## config.mk

```make
export PLATFORM = sky130hd
export DESIGN_NAME = divisor_frequencia_multicanal_flat
export DESIGN_NICKNAME = d
export VERILOG_FILES = /design/src/rtl/divisor_frequencia_multicanal_pkg.sv /design/src/rtl/divisor_frequencia_multicanal_if.sv /design/src/rtl/divisor_frequencia_multicanal_canal.sv /design/src/rtl/divisor_frequencia_multicanal.sv /design/src/flat_wrapper.sv
export SDC_FILE = /design/constraint.sdc
export NUM_CORES = 1
export LEC_CHECK = 0
export CAP_MARGIN = 15
export CORE_MARGIN = 2
export CORE_UTILIZATION = 64
export DETAILED_ROUTE_END_ITERATION = 10
export GPL_TIMING_DRIVEN = 0
export PLACE_DENSITY = 0.91
export SLEW_MARGIN = 0
export SYNTH_ARGS = -nofsm -noshare
export SYNTH_HDL_FRONTEND = slang
export SYNTH_SLANG_ARGS = --single-unit
```

## constraint.sdc

```tcl
create_clock -name clk -period 7.2 [get_ports clk]
set_clock_uncertainty 0.1 [all_clocks]
set_input_delay 1.08 -clock clk [delete_from_list [all_inputs] [get_ports clk]]
set_output_delay 1.08 -clock clk [all_outputs]
set_load 0.1 [all_outputs]
```

## src/rtl/divisor_frequencia_multicanal_pkg.sv

```systemverilog
// divisor_frequencia_multicanal_pkg: shared defaults and ratio helpers for the divider, timer and display blocks
package divisor_frequencia_multicanal_pkg;
  localparam int N_CH_DEF = 2;
  localparam int DIV_W_DEF = 16;
  localparam logic [31:0] DEFAULT_DIV_RAW = 32'd65536;
  // A stored ratio of zero behaves as divide-by-1
  function automatic logic [31:0] eff_ratio(input logic [31:0] div);
    return (div == 32'd0) ? 32'd1 : div;
  endfunction
  function automatic int ch_w(input int n);
    return (n > 1) ? $clog2(n) : 1;
  endfunction
endpackage

```

## src/rtl/divisor_frequencia_multicanal_if.sv

```systemverilog
// divisor_frequencia_multicanal_if: enable, ratio-programming and tick/clk_div bundle
interface divisor_frequencia_multicanal_if
  import divisor_frequencia_multicanal_pkg::*;
#(
  parameter int N_CH = N_CH_DEF,
  parameter int DIV_W = DIV_W_DEF
) ();
  localparam int CH_W = ch_w(N_CH);
  logic en;
  logic cfg_we;
  logic [CH_W-1:0] cfg_ch;
  logic [DIV_W-1:0] cfg_div;
  logic [N_CH-1:0] tick;
  logic [N_CH-1:0] clk_div;
  modport master (output en, cfg_we, cfg_ch, cfg_div, input tick, clk_div);
  modport slave (input en, cfg_we, cfg_ch, cfg_div, output tick, clk_div);
endinterface

```

## src/rtl/divisor_frequencia_multicanal_canal.sv

```systemverilog
// divisor_canal: one divider channel with ratio register, counter, registered tick and toggle
module divisor_canal
  import divisor_frequencia_multicanal_pkg::*;
#(
  parameter int DIV_W = DIV_W_DEF,
  parameter logic [DIV_W-1:0] RST_DIV = '0
) (
  input  logic             clk,
  input  logic             rst_n,
  input  logic             step_i,
  input  logic             load_i,
  input  logic [DIV_W-1:0] load_val_i,
  output logic             tick_o,
  output logic             clk_div_o
);
  logic [DIV_W-1:0] div_q, div_d, cnt_q, cnt_d;
  logic tick_q, tick_d, clk_div_q, clk_div_d, wrap;
  // A load restarts the count and suppresses a coinciding wrap
  always_comb begin
    wrap = step_i && (cnt_q == DIV_W'(eff_ratio(32'(div_q)) - 32'd1));
    div_d = load_i ? load_val_i : div_q;
    cnt_d = (load_i || wrap) ? '0 : cnt_q + DIV_W'(step_i);
    tick_d = wrap && !load_i;
    clk_div_d = clk_div_q ^ tick_d;
  end
  always_ff @(posedge clk or negedge rst_n) begin
    if (!rst_n) begin
      div_q <= RST_DIV;
      cnt_q <= '0;
      tick_q <= 1'b0;
      clk_div_q <= 1'b0;
    end else begin
      div_q <= div_d;
      cnt_q <= cnt_d;
      tick_q <= tick_d;
      clk_div_q <= clk_div_d;
    end
  end
  assign tick_o = tick_q;
  assign clk_div_o = clk_div_q;
endmodule

```

## src/rtl/divisor_frequencia_multicanal.sv

```systemverilog
// divisor_frequencia_multicanal: N_CH tick/square-wave enable dividers, optionally cascaded
module divisor_frequencia_multicanal
  import divisor_frequencia_multicanal_pkg::*;
#(
  parameter int N_CH = N_CH_DEF,
  parameter int DIV_W = DIV_W_DEF,
  parameter int CASCADE = 1,
  parameter logic [31:0] DEFAULT_DIV = DEFAULT_DIV_RAW
) (
  input logic clk,
  input logic rst_n,
  divisor_frequencia_multicanal_if.slave bus
);
  localparam int CH_W = ch_w(N_CH);
  logic [N_CH-1:0] tick, clk_div, src, load;
  for (genvar i = 0; i < N_CH; i++) begin : g_ch
    // Channel selects outside 0..N_CH-1 decode to no load at all
    if (i == 0 || CASCADE == 0) begin : g_en
      assign src[i] = bus.en;
    end else begin : g_cas
      assign src[i] = tick[i-1];
    end
    assign load[i] = bus.cfg_we && (bus.cfg_ch == CH_W'(i));
    divisor_canal #(
      .DIV_W(DIV_W),
      .RST_DIV(DIV_W'(DEFAULT_DIV))
    ) u_canal (
      .clk(clk),
      .rst_n(rst_n),
      .step_i(src[i]),
      .load_i(load[i]),
      .load_val_i(bus.cfg_div),
      .tick_o(tick[i]),
      .clk_div_o(clk_div[i])
    );
  end
  assign bus.tick = tick;
  assign bus.clk_div = clk_div;
endmodule
```

## src/flat_wrapper.sv

```systemverilog
// flat-port wrapper written by rule: the top's interface ports become plain ports
module divisor_frequencia_multicanal_flat import divisor_frequencia_multicanal_pkg::*;
#(
  parameter int N_CH = N_CH_DEF,
  parameter int DIV_W = DIV_W_DEF,
  parameter int CASCADE = 1,
  parameter logic [31:0] DEFAULT_DIV = DEFAULT_DIV_RAW
)
  (clk, rst_n, bus_en, bus_cfg_we, bus_cfg_ch, bus_cfg_div, bus_tick, bus_clk_div);
  divisor_frequencia_multicanal_if #(.N_CH(N_CH), .DIV_W(DIV_W)) bus_i ();
  input logic clk;
  input logic rst_n;
  input wire logic [$bits(bus_i.en)-1:0] bus_en;
  input wire logic [$bits(bus_i.cfg_we)-1:0] bus_cfg_we;
  input wire logic [$bits(bus_i.cfg_ch)-1:0] bus_cfg_ch;
  input wire logic [$bits(bus_i.cfg_div)-1:0] bus_cfg_div;
  output wire logic [$bits(bus_i.tick)-1:0] bus_tick;
  output wire logic [$bits(bus_i.clk_div)-1:0] bus_clk_div;
  assign bus_i.en = bus_en;
  assign bus_i.cfg_we = bus_cfg_we;
  assign bus_i.cfg_ch = bus_cfg_ch;
  assign bus_i.cfg_div = bus_cfg_div;
  assign bus_tick = bus_i.tick;
  assign bus_clk_div = bus_i.clk_div;
  divisor_frequencia_multicanal #(.N_CH(N_CH), .DIV_W(DIV_W), .CASCADE(CASCADE), .DEFAULT_DIV(DEFAULT_DIV)) u_core (.clk(clk), .rst_n(rst_n), .bus(bus_i));
endmodule
```

==> metrics.md, run 1 <==
| Metric | Value |
|---|---|
| Max Root-Sink Buffers | `2` |
| Vias in the first global route | `3,120` |
| Synthesized area | `a little over 0.004 mm²` |
| H-tree depth | `3` |
| Pleak | `approximately 1.9 nW` |
| Most frequent cells in the layout | `68 x dfrtp_1, 37 x xor2_1, 29 x nor2_1, 29 x mux2_2, 26 x xnor2_1` |
| GRT Overall Usage | `26.36%` |
| Postcts setup bufs | `0` |
| Syn Area/Cell | `about 10 µm²` |
| Synth Flop Type | `dfrtp_1` |
| N_diodes | `0` |
| Synth Area in Adders | `1.855%` |
| Area occupied by multi-input gates | `approximately 0.0022 mm²` |
| Post-Synth XOR/XNOR Area | `13.63%` |
| Dpl hpwl | `6.306 mm` |
| Commonest non-fill, non-tap cell in the layout | `dfrtp_1` |
| Slowest cell on crit path | `nor4b_1` |
| Wirelength per Cell | `17.08 µm` |
| Clock transition at path regs | `70 ps` |
| Total routed wirelength | `8.849 mm` |
| Largest family of logic cells by synthesized area | `simple AND/OR/NAND/NOR gates` |
| Pin count of the biggest net entering global routing | `69` |
| Synth cell types | `between 50 and 60` |
| Die Y | `approximately 84 µm` |
| Antenna violations before repair | `0` |
| Final instance area | `0.004614 mm²` |
| I/O Buffers | `24` |
| First drt pass iteration count | `5` |
| Post-synth ARST share | `100.0%` |
| Hold-fix buffers, CTS | `0` |
| Max-slew violations | `0` |
| Fill cells | `395` |
| Cell Rows | `28` |
| IO Pins | `25` |
| Seq/Total Area, Yosys | `42.04%` |
| Initial Utilization | `67.17%` |
| Most used cell along the critical path | `buf_6` |
| Power Dens Cells | `221.4 mW/mm²` |
| CTS tree | `yes` |
| Measured slew at the worst slew-check pin | `just under 1000 ps` |
| Startpoint Class | `register` |
| FMAX | `232.9 MHz` |
| Status | `finished, final reports clean` |
| Slew HR | `35.69%` |
| Multiplexer share of the synthesized area | `under 10%` |
| Root Buffer | `clkbuf_8` |
| Period utilization | `roughly three fifths` |
| Simple-gate area share of the yosys netlist | `23.25%` |
| Post-Synthesis Cells | `403` |
| Placer Congestion | `0.8729` |
| Synth Warn # | `0` |
| Critical Path RT | `7320 ps` |
| CP Cell Sequence | `or4_4, buf_6, nor4b_1, a21oi_1, ha_1, or3b_2, nor4_4, xnor2_1, o311ai_0, o211ai_1, nor2_4, buf_6, nor3_1` |
| RSZ-0062 raised after global routing | `no` |
| Arrival @ worst endpoint | `4410 ps` |
| Remaining DRCs | `0` |
| Core area | `around 0.006 mm²` |
| Compound-Gate Fraction of Synth Area | `6.955%` |
| Clock sinks | `68` |
| Vias post-DR | `roughly 3,200` |
| Number of synthesized flops with an enable pin | `0` |
| Reg area | `0.001702 mm²` |
| Cell Area, Placed | `0.004379 mm²` |
| Peak VDD IR | `0.0001837 V` |
| Final ANT Viol Nets | `0` |
| Worst setup EP type | `register` |
| # nets final | `between 400 and 500` |
| Number of gates resized after CTS | `0` |
| Final setup viols | `0` |
| Yosys reg bits | `68` |
| First-pass GRT wire length | `14.66 mm` |
| # Max-Cap Violations | `0` |
| Critical path class | `reg2reg` |
| Die extent in x | `83.53 µm` |
| TNS Setup | `0 ps` |
| Total Power | `1.021 mW` |
| Clock insertion delay at the later pin of the skew report | `360 ps` |
| Vias per cell | `6.232` |
| Die ar. | `between 0.006 and 0.007 mm²` |
| Hold WC Path Type | `reg2reg` |
| First-iteration detailed-routing DRC count | `roughly 210` |
| Share of cells above drive strength 1 | `around 15%` |
| Num CTS Buffers | `9` |
| Mapped Nets | `between 400 and 500` |
| FF-to-FF setup slack | `about 2900 ps` |
| Total gr overflow | `0` |
| Area Overhead vs Synth | `14.00%` |
| CP max FO | `10` |
| Final Hold Fails | `0` |
| Post-route minimum period | `4294 ps` |
| Max incr delay on CP | `660 ps` |
## cell families after synthesis
logic type,count (synthesis)
buffers and inverters,32
adder cells (fa/ha/maj),6
AND/OR/NAND/NOR,164
flip-flops,68
XOR/XNOR,63
AO/OA/AOI/OAI,40
multiplexers,30
## critical path, delay by kind of cell, from the launching register on
family,cells,cell delay [ps]
compound gates,3,920
simple gates,6,1930
buf+inv,2,320
flops,1,460
xor+xnor,1,160
fa+ha+maj,1,260
## through the flow
stage                     hold WS, ps  setup WS, ps  util, %  instances
after floorplan                 342.8          3738        -        403
after global placement          357.4          2797    72.72        502
after detailed placement        370.2          3006    72.67        502
after CTS                       379.7          2984    76.58        518
after global routing            402.4          2743    76.58        518
final                           372.1          2906    76.58        518
## sequential cells by signal, indices dropped and copies added (netlist names)
name                           flops
u_core.g_ch.u_canal.div_q         32
u_core.g_ch.u_canal.clk_div_o      2
u_core.g_ch.u_canal.tick_o         2
u_core.g_ch.u_canal.cnt_q         32
## power by group
| part | internal (mW) | leakage, nW | total, mW | switching [mW] |
|---|---|---|---|---|
| combinational | 0.0894 | 0.910 | 0.188 | 0.0983 |
| sequential | 0.415 | 0.874 | 0.463 | 0.0479 |
| clock | 0.222 | 0.122 | 0.371 | 0.149 |
| total | 0.727 | 1.91 | 1.02 | 0.295 |
## final timing paths
| path | from | endpoint | cells after the start |
|---|---|---|---|
| setup / recovery | u_core.g_ch[0].u_canal.div_q[4] | u_core.g_ch[0].u_canal.cnt_q[10] | 13 |
| hold / removal | u_core.g_ch[1].u_canal.clk_div_o | u_core.g_ch[1].u_canal.clk_div_o | 1 |
| hold reg to reg | u_core.g_ch[1].u_canal.clk_div_o | u_core.g_ch[1].u_canal.clk_div_o | 1 |
| min in group asynchronous | rst_n | u_core.g_ch[1].u_canal.cnt_q[10] | 1 |
| setup reg to reg | u_core.g_ch[0].u_canal.div_q[4] | u_core.g_ch[0].u_canal.cnt_q[10] | 13 |
| max in group asynchronous | rst_n | u_core.g_ch[0].u_canal.clk_div_o | 1 |
## final cells by class
cell class              count  share of cell area (%)
multi-input cells         303                   47.37
flip-flops and latches     68                   36.88
repair buffers             24                   5.152
clock buffers              12                   3.579
plain buffers              21                   2.576
well taps                  75                   2.034
clock inverters             4                   1.518
inverters                  11                  0.8948
## layer usage
layer	part of all wire, %	vias up	global-route usage (%)
met1	46	1576	37.13
li1	-	1523	-
met4	1.4	0	8.211
met5	0	-	0
met2	46	115	40.10
met3	6.0	14	7.122
## cells in the mapped netlist, drive strengths merged (5+ instances only)
cell | number | area [µm²]
clkbuf | 11 | 41.29
ha | 6 | 75.07
xnor2 | 26 | 227.7
nor3b | 5 | 42.54
or4 | 9 | 71.32
mux2 | 29 | 326.6
o21ai | 11 | 58.81
nor2 | 30 | 120.1
nor4 | 11 | 83.83
buf | 10 | 77.57
and3 | 7 | 43.79
nand4 | 10 | 68.81
xor2 | 37 | 324.1
nor3 | 23 | 126.4
dfrtp | 68 | 1702
nand2 | 22 | 82.58
inv | 11 | 41.29
nand3 | 21 | 105.1
Note: power is estimated with default switching activity, not from simulation.
==> inputs of run 2 (changes only) <==
--- a/config.mk
+++ b/config.mk
@@ -7,10 +7,10 @@
 export LEC_CHECK = 0
 export CAP_MARGIN = 15
 export CORE_MARGIN = 2
-export CORE_UTILIZATION = 64
+export CORE_UTILIZATION = 54
 export DETAILED_ROUTE_END_ITERATION = 10
 export GPL_TIMING_DRIVEN = 0
-export PLACE_DENSITY = 0.91
+export PLACE_DENSITY = 0.82
 export SLEW_MARGIN = 0
 export SYNTH_ARGS = -nofsm -noshare
 export SYNTH_HDL_FRONTEND = slang
==> constraint.sdc (replaced) <==
create_clock -name clk -period 3.57 [get_ports clk]
set_clock_uncertainty 0.1 [all_clocks]
set_input_delay 0.5355 -clock clk [delete_from_list [all_inputs] [get_ports clk]]
set_output_delay 0.5355 -clock clk [all_outputs]
set_load 0.1 [all_outputs]
==> metrics.md, run 2 (same netlist as run 1, synthesis figures left out) <==
| Metric | Value |
|---|---|
| Status | `finished, final reports clean` |
| Slew HR | `a little over a third` |
| Vias per cell | `a little over 6` |
| Final Hold Fails | `0` |
| Largest regs | `u_core.g_ch.u_canal.cnt_q x32, u_core.g_ch.u_canal.div_q x32` |
| Max-slew violations | `0` |
| Placed cells | `526` |
| CP max FO | `8` |
| Non-filler cells, final | `557` |
| Antenna violations before repair | `0` |
| Most Crowded Layer GR | `met2` |
| Remaining DRCs | `0` |
| Die Y | `90.58 µm` |
| Fill cells | `530` |
| # Max-Cap Violations | `0` |
| H-tree depth | `3` |
| Buf/Inv on CP | `3` |
| Cell Area, Placed | `0.004409 mm²` |
| GRT Overall Usage | `22.93%` |
| Area Overhead vs Synth | `20.43%` |
| Final setup viols | `0` |
| Total gr overflow | `0` |
| Measured slew at the worst slew-check pin | `969.7 ps` |
| FMAX | `286.4 MHz` |
| Placer Congestion | `0.8757` |
| Clock insertion delay at the later pin of the skew report | `340 ps` |
| Final ANT Viol Nets | `0` |
| Max incr delay on CP | `540 ps` |
| N_diodes | `0` |
| First drt pass iteration count | `4` |
| Clock transition at path regs | `~80 ps` |
| Hold-fix buffers, CTS | `0` |
| # nets final | `480` |
| Wirelength per Cell | `16.83 µm` |
| Worst setup EP type | `register` |
| Die extent in x | `90.58 µm` |
| CTS tree | `yes` |
| Clock sinks | `68` |
| Pleak | `1.993 nW` |
| M2 GR Usage | `35.57%` |
| Vias in the first global route | `3,193` |
| Post-route minimum period | `3491 ps` |
| First-pass GRT wire length | `15.06 mm` |
| Core Util, Final | `67.21%` |
| M1 GR Usage | `31.10%` |
| Total routed wirelength | `9.376 mm` |
| Hold WC Path Type | `in2async` |
| Most frequent cells in the layout | `62 x dfrtp_1, 37 x xor2_1, 29 x nor2_1, 29 x mux2_2, 26 x xnor2_1` |
| Share of cells above drive strength 1 | `between 20% and 30%` |
| First-iteration detailed-routing DRC count | `255` |
| Num CTS Buffers | `9` |
| Die ar. | `0.008204 mm²` |
| IO Pins | `25` |
| Final instance area | `0.004875 mm²` |
| Crit path max-delay family | `simple AND/OR/NAND/NOR gates` |
| Critical Path RT | `3680 ps` |
| Peak VDD IR | `0.0002595 V` |
| Core area | `slightly above 0.007 mm²` |
| Most used cell along the critical path | `buf_4` |
| Critical path class | `reg2reg` |
| CP Cell Sequence | `or4_4, buf_6, nor4b_4, a21oi_1, ha_2, or3b_4, nor4_4, or3_1, o311ai_2, o211ai_1, buf_4, nor2_4, buf_4, nor3_1` |
| Routing usage on met3 | `approximately 5.7%` |
| Vias post-DR | `between 3,000 and 4,000` |
| Cell Rows | `31` |
| Pin count of the biggest net entering global routing | `69` |
| Commonest non-fill, non-tap cell in the layout | `dfrtp_1` |
| Arrival @ worst endpoint | `around 3600 ps` |
| Slowest cell on crit path | `or4_4` |
| Period utilization | `97.79%` |
| Startpoint Class | `register` |
| Initial Utilization | `55.80%` |
| Power Dens Cells | `421.2 mW/mm²` |
| Root Buffer | `clkbuf_8` |
| Dpl hpwl | `6.353 mm` |
| Max Root-Sink Buffers | `2` |
| I/O Buffers | `24` |
## run 2: cell types whose count changed in the layout (fill, tap and decap cells not counted), moves of 2 or more
cell,before,now
nor4_1,10,7
dfrtp_1,68,62
dfrtp_2,0,6
nor3_1,22,20
nor3_2,0,2
nor4_4,1,3
clkbuf_1,11,9
buf_4,5,22
nor4b_1,4,2
## run 2: layout make-up
class | count | area [µm²] | area share (%)
Multi-Input combinational cell | 303 | 2296 | 47.10
Buffer | 19 | 117.6 | 2.413
Inverter | 11 | 41.29 | 0.8470
Timing Repair Buffer | 41 | 365.4 | 7.495
Sequential cell | 68 | 1709 | 35.06
Clock inverter | 3 | 42.54 | 0.8727
Tap cell | 99 | 123.9 | 2.541
Clock buffer | 13 | 178.9 | 3.670
## run 2: path summary, 6_finish.rpt
kind	slack, ps	to	from	depth (start not counted)
max	80	u_core.g_ch[0].u_canal.cnt_q[12]	u_core.g_ch[0].u_canal.div_q[4]	14
min	200	u_core.g_ch[1].u_canal.cnt_q[10]	rst_n	1
max reg2reg	80	u_core.g_ch[0].u_canal.cnt_q[12]	u_core.g_ch[0].u_canal.div_q[4]	14
min reg2reg	370	u_core.g_ch[0].u_canal.clk_div_o	u_core.g_ch[0].u_canal.clk_div_o	1
max in group asynchronous	2570	u_core.g_ch[0].u_canal.div_q[4]	rst_n	1
min in group clk	370	u_core.g_ch[0].u_canal.clk_div_o	u_core.g_ch[0].u_canal.clk_div_o	1
## run 2: power by group
group / total [mW] / switching, mW / internal, mW
combinational: 0.423 / 0.217 / 0.205
sequential: 0.944 / 0.105 / 0.839
clock: 0.687 / 0.289 / 0.398
## run 2: repair_timing
action,CTS,global route
cloned,0,1
pin swaps,5,11
buffers inserted,7,9
setup endpoints to repair,36,36
resized for setup,14,15
## run 2: routing by layer
metal / wire, µm / part of all wire [%]
met3: 626 / 6.7
met5: 0 / 0
met2: 4454 / 48
met4: 159 / 1.7
met1: 4136 / 44
## run 2: through the flow
step	hold slack [ps]	worst slack, ps	setup TNS [ps]	total power, mW
6_report	195.6	78.79	0	2.053
2_1_floorplan	139.9	108.0	0	1.193
3_5_place_dp	370.2	-553.0	-13760	1.317
4_1_cts	225.5	3.228	0	2.017
3_3_place_gp	356.7	-487.4	-31010	1.293
5_1_grt	261.2	-45.44	-725.1	2.145
